## config.mk

```make
export PLATFORM = sky130hd
export DESIGN_NAME = switch_mcast_scheduler
export DESIGN_NICKNAME = d
export VERILOG_FILES = /design/src/rtl/switch_mcast_scheduler.sv
export SDC_FILE = /design/constraint.sdc
export NUM_CORES = 1
export LEC_CHECK = 0
export BUFFER_PORTS_ARGS = -buffer_cell sky130_fd_sc_hd__buf_4
export CAP_MARGIN = 20
export CORE_UTILIZATION = 40
export DETAILED_ROUTE_END_ITERATION = 12
export SLEW_MARGIN = 20
export SYNTH_ARGS = -nofsm -noshare
export SYNTH_HDL_FRONTEND = slang
export SYNTH_SLANG_ARGS = --single-unit
```

## constraint.sdc

```tcl
create_clock -name clk -period 10.1 [get_ports clk]
set_input_delay 2.525 -clock clk [delete_from_list [all_inputs] [get_ports clk]]
set_output_delay 2.525 -clock clk [all_outputs]
set_load 0.01 [all_outputs]
```

## src/rtl/switch_mcast_scheduler.sv

```systemverilog
// Output-side scheduler for the 4-port switch: one replicate-and-pop FSM per input,
// one round-robin arbiter per output, multicast heads popped after their last copy.
module switch_mcast_scheduler #(
  parameter int NUM_PORTS = 4,
  parameter int DATA_W    = 16
) (
  input  logic                          clk,
  input  logic                          rst,
  input  logic [NUM_PORTS-1:0]          in_valid,
  input  logic [NUM_PORTS*DATA_W-1:0]   in_data,
  input  logic [NUM_PORTS*NUM_PORTS-1:0] in_target,
  output logic [NUM_PORTS-1:0]          in_pop,
  output logic [NUM_PORTS-1:0]          out_valid,
  output logic [NUM_PORTS*DATA_W-1:0]   out_data,
  output logic [NUM_PORTS*2-1:0]        out_source,
  input  logic [NUM_PORTS-1:0]          out_ready,
  output logic [15:0]                   zero_tgt_drops
);

  localparam logic [1:0] S_IDLE  = 2'd0;
  localparam logic [1:0] S_SERVE = 2'd1;
  localparam logic [1:0] S_POP   = 2'd2;

  logic [1:0]           state   [NUM_PORTS];
  logic [NUM_PORTS-1:0] rem     [NUM_PORTS];
  logic [1:0]           ptr     [NUM_PORTS];
  logic [1:0]           winner  [NUM_PORTS];
  logic [NUM_PORTS-1:0] granted [NUM_PORTS];  // granted[i][j]: input i won output j
  logic [NUM_PORTS-1:0] win_any;
  logic [1:0]           cand;
  logic [2:0]           zero_cnt;
  logic [16:0]          drop_sum;

  // Per-output round-robin search starting at ptr[j]; an output busy with an
  // unaccepted word grants nobody.
  always_comb begin
    // NOTE: every always_comb output gets a default before any branch, so no latch is inferred.
    cand    = '0;
    win_any = '0;
    for (int i = 0; i < NUM_PORTS; i++) begin
      granted[i] = '0;
      winner[i]  = '0;
    end
    for (int j = 0; j < NUM_PORTS; j++) begin
      if (!out_valid[j] || out_ready[j]) begin
        for (int k = 0; k < NUM_PORTS; k++) begin
          cand = ptr[j] + 2'(k);
          if (!win_any[j] && state[cand] == S_SERVE && rem[cand][j]) begin
            win_any[j]       = 1'b1;
            winner[j]        = cand;
            granted[cand][j] = 1'b1;
          end
        end
      end
    end
  end

  // Zero-mask heads from several inputs can land in the same cycle.
  always_comb begin
    zero_cnt = '0;
    for (int i = 0; i < NUM_PORTS; i++) begin
      in_pop[i] = (state[i] == S_POP);
      if (state[i] == S_IDLE && in_valid[i] && in_target[i*NUM_PORTS +: NUM_PORTS] == '0)
        zero_cnt = zero_cnt + 3'd1;
    end
    drop_sum = {1'b0, zero_tgt_drops} + 17'(zero_cnt);
  end

  // NOTE: sequential state uses non-blocking assignments so every register samples pre-edge values.
  always_ff @(posedge clk) begin
    if (rst) begin
      zero_tgt_drops <= '0;
      out_valid      <= '0;
      out_data       <= '0;
      out_source     <= '0;
      for (int i = 0; i < NUM_PORTS; i++) begin
        state[i] <= S_IDLE;
        rem[i]   <= '0;
        ptr[i]   <= '0;
      end
    end else begin
      zero_tgt_drops <= drop_sum[16] ? 16'hFFFF : drop_sum[15:0];

      for (int i = 0; i < NUM_PORTS; i++) begin
        case (state[i])
          S_IDLE: begin
            if (in_valid[i]) begin
              rem[i]   <= in_target[i*NUM_PORTS +: NUM_PORTS];
              state[i] <= (in_target[i*NUM_PORTS +: NUM_PORTS] == '0) ? S_POP : S_SERVE;
            end
          end
          S_SERVE: begin
            rem[i] <= rem[i] & ~granted[i];
            if ((rem[i] & ~granted[i]) == '0)
              state[i] <= S_POP;
          end
          S_POP:   state[i] <= S_IDLE;
          default: state[i] <= S_IDLE;
        endcase
      end

      for (int j = 0; j < NUM_PORTS; j++) begin
        if (win_any[j]) begin
          out_valid[j]                   <= 1'b1;
          out_data[j*DATA_W +: DATA_W]   <= in_data[winner[j]*DATA_W +: DATA_W];
          out_source[j*2 +: 2]           <= winner[j];
          ptr[j]                         <= winner[j] + 2'd1;
        end else if (out_ready[j]) begin
          out_valid[j] <= 1'b0;
        end
      end
    end
  end

endmodule

```

==> results of run 1 <==
==> cell usage after synthesis, drive strengths merged, types with 16 or more instances <==
cell type / instances
a21oi: 53
a32oi: 20
buf: 44
clkbuf: 45
dfxtp: 92
edfxtp: 32
ha: 38
inv: 45
mux2i: 90
nand2: 80
nand3: 68
nand3b: 36
nor2: 47
nor2b: 16
nor3: 47
o21ai: 55
o221ai: 51
==> per-layer routing <==
layer	track usage, %	up-vias	part of all wire, %
met1	35.2	4583	44
met5	0	-	0
met3	6.62	50	8.2
met2	42.3	402	46
met4	8.64	0	2.0
li1	-	4420	-
==> flip-flops by register name, summed over array words and instances (netlist names) <==
name and cells:
out_source 8, state 8, out_data 64, rem 16, ptr 8, zero_tgt_drops 16
out_valid 4
==> cells by family after synthesis <==
kind of cell | after synthesis
buf+inv | 135
mux | 102
xor+xnor | 18
compound gates | 294
fa+ha+maj | 39
simple gates | 378
flops | 124
==> path summary, 6_finish.rpt <==
check / from / to / depth (start not counted) / slack (ps)
setup / recovery: in_target[0] / zero_tgt_drops[3]$_SDFF_PP0_ / 14 / 3570
hold reg to reg: out_source[3]$_SDFFE_PP0P_ / out_source[3]$_SDFFE_PP0P_ / 2 / 460
hold / removal: out_source[3]$_SDFFE_PP0P_ / out_source[3]$_SDFFE_PP0P_ / 2 / 460
setup reg to reg: state[0][0]$_SDFFCE_PP0P_ / zero_tgt_drops[3]$_SDFF_PP0_ / 14 / 5320
==> worst register-to-register path, stage by stage (launching register included) <==
cell	delay [ps]
edfxtp_1	640
inv_1	360
nand2_1	90
nor3_1	490
ha_1	360
xnor2_1	270
ha_1	280
mux2_2	290
fa_1	430
and2_1	170
o2111ai_1	370
nor2_1	100
and4_1	270
nand2_1	390
a21oi_1	140
==> power by group <==
| group | switching [mW] | leakage, nW | total [mW] | internal, mW |
|---|---|---|---|---|
| Clock | 0.262 | 0.278 | 0.602 | 0.340 |
| Sequential | 0.120 | 1.10 | 0.738 | 0.618 |
| Combinational | 0.541 | 3.58 | 0.935 | 0.394 |
| Total | 0.923 | 4.96 | 2.28 | 1.35 |
==> per-stage QoR <==
step           worst slack [ps]  utilization (%)
6_report                   3570             49.1
5_1_grt                    3170             49.1
4_1_cts                    3540             49.1
3_5_place_dp               3120             46.7
3_3_place_gp               3220             46.7
2_1_floorplan              3820                -
==> cells in the final DEF (no fill, tap or decap), types with 32 or more instances in the layout <==
cell type,count
dfxtp_1,92
edfxtp_1,32
inv_1,45
o21ai_0,50
nor3_1,46
a21oi_1,53
nand3_1,68
nor2_1,44
mux2i_1,90
buf_4,195
o221ai_1,41
nand3b_1,35
nand2_1,80
ha_1,38
==> layout make-up <==
type | count | area, sq um | area share (%)
clock buffer | 19 | 464 | 4.03
clock inverter | 13 | 103 | 0.890
inverter | 46 | 173 | 1.50
multi-input combinational | 831 | 6120 | 53.1
sequential | 124 | 2800 | 24.3
tap | 319 | 399 | 3.46
timing repair buffer | 195 | 1460 | 12.7
==> key figures, run 1 <==
Clocking
  – CTS sink cnt: 124
  – Hold_buf cts: 0
  – Worst-skew pair later-pin latency: ~430 ps
  – Root buf cell: clkbuf_16
  – Clk buf depth: 2
  – CTS H-tree lvls: 4
  – Post-CTS sizing: 0
  – CTS buffer count: 17
  – CTS tree: built
  – Clock transition at path regs: about 70 ps
  – Post CTS Setup Buffer Count: 0

Worst setup path
  – WP buf/inv: 1
  – Crit path max-delay family: simple AND/OR/NAND/NOR gates
  – Critical Path Source Type: input pin
  – Slowest-stage cell, CP: or4_1
  – Slowest cell delay on critical path: between 500 and 600 ps
  – Critical path arrival: about 6800 ps
  – Crit-path cells: buf_4 -> or4_1 -> nor3_1 -> ha_1 -> xnor2_1 -> ha_1 -> mux2_2 -> fa_1 -> and2_1 -> o2111ai_1 -> nor2_1 -> and4_1 -> nand2_1 -> a21oi_1
  – Crit Path Category: in -> reg
  – CP Data Required Time: between 10000 and 15000 ps
  – Most used cell, CP: ha_1
  – Setup crit end kind: flip-flop
  – Crit path max fanout: 13

Global route
  – Antenna violations before repair: 0
  – Wire length of the first global-routing pass: 50800 um
  – Global route overflow: 0
  – Largest net degree at the start of global routing: 49
  – Vias in the first global route: 9025
  – GRT Overall Usage: 26.6%

Pwr
  – P_leak: 4.96 nW
  – Peak VDD IR: 99.5 uV
  – Pwr dens: 197 mW/mm^2
  – Total power draw: around 2.3 mW

Placement
  – Cells after DPL: 1515
  – Dpl hpwl: 22300 um
  – IO Port Bufs: 185
  – Placed cell area: 0.0110 sq mm
  – Routability cong.: 0.912

Run status
  – Status: completed

Floorplan
  – Die height: 157 um
  – Site row count: 56
  – Core Region: 0.0235 sq mm
  – Full die area: 0.0245 sq mm
  – Io pins: 186
  – Starting density of the core: between 40% and 50%
  – Chip Width: 157 um

Synth
  – Simple-Gate Fraction of Synth Area: 21.8%
  – Warnings, synthesis: 0
  – Synth top area cells: dfxtp_1 19%, edfxtp_1 10%, mux2i_1 9.4%
  – Ys async rst share: 0%
  – Yosys reg bits: 124
  – Post-synthesis mux area share: 11.9%
  – Post-synth EDFFs: 32
  – Combinational family with the most area after synthesis: compound AO/OA/AOI/OAI gates
  – Post-Syn Instances: between 1k and 1.5k
  – Sequential fraction of the synthesis area: 29.3%
  – Synth area leader: dfxtp_1
  – Mapped cell area: 0.00957 sq mm
  – Syn Nets: 1219
  – Netlist cell types: 86
  – Top FF cell, synth: dfxtp_1
  – Synth Area in Compound Gates: 23.3%
  – Xor/xnor share of the synthesized area: 1.65%
  – Post-synth top area share: between 15 and 20%
  – Syn Area/Cell: 8.78 sq um
  – Adder-cell share of the synthesized area: slightly above 5%

Routing
  – Via count: 9455
  – WL/cell: 21.0 um
  – Remaining DRCs: 0
  – Routed wire length: 32500 um
  – Number of routed nets with antenna violations: 0
  – Drt initial violations: 793
  – First-pass DRT Iterations: 5
  – DR vias/cell: 6.11

Layout
  – Finished Layout Cells: 1547
  – Syn-to-layout area delta: 20.4%
  – Nets: approximately 1.3k
  – Fill count: 2295
  – Ant diodes: 0
  – Layout cell share with drive strength beyond 1: 22.0%
  – Final Instance Area: between 0.01 and 0.015 sq mm

Timing
  – Final setup violation count: 0
  – Setup_tns: 0 ps
  – Worst hold slack: around 460 ps
  – Worst-margin pin slew: 1120 ps
  – Fin Clk Skew: 17.6 ps
  – Fin. max-slew vios: 0
  – Tmin final: 6530 ps
  – Final hold violation count: 0
  – Maximum clock rate: 153 MHz
  – RSZ-0062 raised after global routing: no
  – Slew margin rel.: 25.7%
  – Final Cycle Share: 64.7%

Min path
  – Worst hold path class: reg -> reg

Job
  – Maxcap violations: 0
Power figures use the tool's default switching activity.
==> run 2: changes to the inputs <==
- ABC_AREA: unset -> 1
- clock period: 10.1 -> 6.85 ns (I/O delays scaled with it)
==> key figures, run 2 <==
Run status
  – Status: completed

Routing
  – Remaining DRCs: 0
  – DR vias/cell: around 5.4
  – First-pass DRT Iterations: 5
  – WL/cell: around 18 um
  – Via count: 10.4k
  – Routed wire length: 33500 um
  – Drt initial violations: 1106
  – Number of routed nets with antenna violations: 0

Synth
  – Top FF cell, synth: dfxtp_1
  – Mapped cell area: 0.00925 sq mm
  – Post-synth top area share: 22.6%
  – Sequential fraction of the synthesis area: ~30%
  – Post-Syn Instances: 1461
  – Warnings, synthesis: 0
  – Netlist cell types: between 40 and 50
  – Most common cell in the synthesized netlist: nand2_1
  – Post-synth EDFFs: 32
  – Yosys reg bits: 124
  – Syn Nets: between 1.5k and 2k
  – Synth top area cells: nand2_1 23%, dfxtp_1 20%, nand3_1 18%
  – Commonest cells post-synth: 556 x nand2_1, 324 x nand3_1, 99 x inv_1, 92 x dfxtp_1, 53 x nor2_1
  – Ys async rst share: 0%
  – Syn Area/Cell: 6.33 sq um
  – Synth area leader: nand2_1

Layout
  – Finished Layout Cells: 1909
  – Max FFs per register: 64
  – Most frequent cells in the layout: 556 x nand2_1, 324 x nand3_1, 188 x buf_4
  – Layout cell share with drive strength beyond 1: 17.0%
  – Nets: 1740
  – Top Registers: out_data: 64 flops, rem: 16 flops, zero_tgt_drops: 16 flops
  – Syn-to-layout area delta: 22.2%
  – Final Instance Area: 0.0113 sq mm
  – Commonest non-fill, non-tap cell in the layout: nand2_1
  – Ant diodes: 0
  – Most flops, register: out_data
  – Fill count: roughly 2.4k

Timing
  – Setup ws final: 1360 ps
  – Setup_tns: 0 ps
  – Final setup violation count: 0
  – RSZ-0062 raised after global routing: no
  – Tmin final: 5490 ps
  – Final Cycle Share: 80.1%
  – Slew margin rel.: 29.8%
  – Fin. max-slew vios: 0
  – Worst-margin pin slew: between 1000 and 1500 ps
  – Maximum clock rate: 182 MHz
  – Final hold violation count: 0
  – Fin Clk Skew: 12.5 ps

Worst setup path
  – Reg-to-reg slack, setup: 2490 ps
  – Crit path max fanout: 9
  – CP Data Required Time: 7220 ps
  – Setup crit end kind: flip-flop
  – FF-to-FF Start: state[1][0]$_SDFFCE_PP0P_
  – Critical path arrival: 5860 ps
  – Worst R2R End: zero_tgt_drops[7]$_SDFF_PP0_
  – R2r worst-path depth: 18
  – Critical Path Source Type: input pin
  – Crit Path Category: in -> reg

Pwr
  – P_leak: 5.68 nW
  – Flop pwr share: between 10% and 20%
  – Fraction of power spent switching nets: a little over half
  – Pwr dens: around 530 mW/mm^2
  – Logic pwr share: between 60% and 70%
  – Pint: 2.73 mW
  – Clk pwr share: 16.5%
  – Switching Power: approximately 3.3 mW
  – Peak VDD IR: 234 uV

Floorplan
  – Chip Width: between 150 and 200 um
  – Core Region: roughly 0.023 sq mm
  – Starting density of the core: between 40% and 50%
  – Site row count: 55
  – Io pins: 186
  – Full die area: 0.0237 sq mm
  – Die height: 154 um

Global route
  – Wire length of the first global-routing pass: 52200 um
  – Antenna violations before repair: 0
  – GRT Overall Usage: 28.2%
  – Largest net degree at the start of global routing: 37
  – Global route overflow: 0
  – Vias in the first global route: between 9k and 10k

Min path
  – Worst hold path class: reg -> reg
  – Min-Delay Startpoint: out_data[36]$_SDFFE_PP0P_
  – WHS Path Cells: 2
  – Hold endpoint: out_data[36]$_SDFFE_PP0P_

Placement
  – Placed cell area: 0.0107 sq mm
  – IO Port Bufs: about 190
  – Cells after DPL: between 1.5k and 2k
  – Pre-CTS setup slack: 917 ps
  – Dpl hpwl: approximately 24000 um
  – Routability cong.: between 0.9 and 1

Clocking
  – Post CTS Setup Buffer Count: 0
  – CTS buffer count: 17
  – Post-CTS sizing: 0
  – CTS sink cnt: roughly 120
  – CTS tree: built
  – Hold_buf cts: 0
  – Clk buf depth: 2
  – Clock transition at path regs: 60 ps
  – Root buf cell: clkbuf_16
  – Worst-skew pair later-pin latency: 430 ps
  – CTS H-tree lvls: 4

Job
  – Maxcap violations: 0
[run 2: layout make-up]
type,instances,area (sq um),share of cell area (%)
clock buffers,18,450,3.98
clock inverters,14,180,1.59
inverters,120,458,4.05
multi-input cells,1160,5650,50.0
flip-flops and latches,124,2800,24.8
well taps,285,357,3.15
repair buffers,188,1410,12.5
[run 2: how the worst max path moves through the flow]
stage | end | startpoint | slack, ps | cells past startpoint
5_1_grt | zero_tgt_drops[7]$_SDFF_PP0_ | in_target[0] | 920 | 20
2_1_floorplan | zero_tgt_drops[11]$_SDFF_PP0_ | in_target[0] | 1720 | 18
4_1_cts | zero_tgt_drops[7]$_SDFF_PP0_ | in_target[0] | 1360 | 20
3_5_place_dp | zero_tgt_drops[9]$_SDFF_PP0_ | in_target[0] | 920 | 20
3_3_place_gp | zero_tgt_drops[7]$_SDFF_PP0_ | in_target[0] | 960 | 20
6_report | zero_tgt_drops[7]$_SDFF_PP0_ | in_target[0] | 1360 | 20
[run 2: layer usage]
layer / vias up / share of wire, % / GRT usage [%]
met4: 0 / 2.4 / 9.48
met3: 52 / 8.7 / 4.37
met5: - / 0 / 0
met2: 464 / 42 / 41.0
met1: 4726 / 47 / 41.8
li1: 5114 / - / -
[run 2: critical path: stages]
cell     delay, ps
buf_4          110
nor4_1         400
inv_1          100
nor4_1         180
buf_4          190
ha_1           250
xor2_1         250
ha_1           190
nand3_1         90
xor2_1         210
ha_1           350
nand2_1         70
nand2_1         90
nor3b_1        370
nand2_1        180
nor3b_1        400
nand2_1        320
inv_1          210
o21ai_0        110
inv_1           60
[run 2: kinds of logic after synthesis]
logic type / synth area share, %
xor gates and xnor gates: 1.14
and+or+nand+nor: 48.7
DFF: 30.3
adders and majority gates: 5.36
buffers and inverters: 8.63
muxes: 0.122
AOI/OAI and AO/OA: 5.77
[run 2: power groups by stage]
stage / Clock (mW) / Sequential [mW] / Combinational, mW
after floorplan: 0 / 1.19 / 2.81
after global placement: 0 / 1.21 / 3.70
after detailed placement: 0 / 1.20 / 3.74
after CTS: 1.00 / 1.19 / 3.76
after global routing: 1.03 / 1.22 / 4.24
final: 0.991 / 1.19 / 3.81
[run 2: stage by stage]
| stage | power (mW) | util (%) | hold WS, ps |
|---|---|---|---|
| after floorplan | 4.00 | - | 474 |
| final | 6.00 | 50.0 | 451 |
| after detailed placement | 4.94 | 47.2 | 442 |
| after CTS | 5.95 | 50.0 | 455 |
| after global placement | 4.91 | 47.2 | 438 |
| after global routing | 6.50 | 50.0 | 466 |
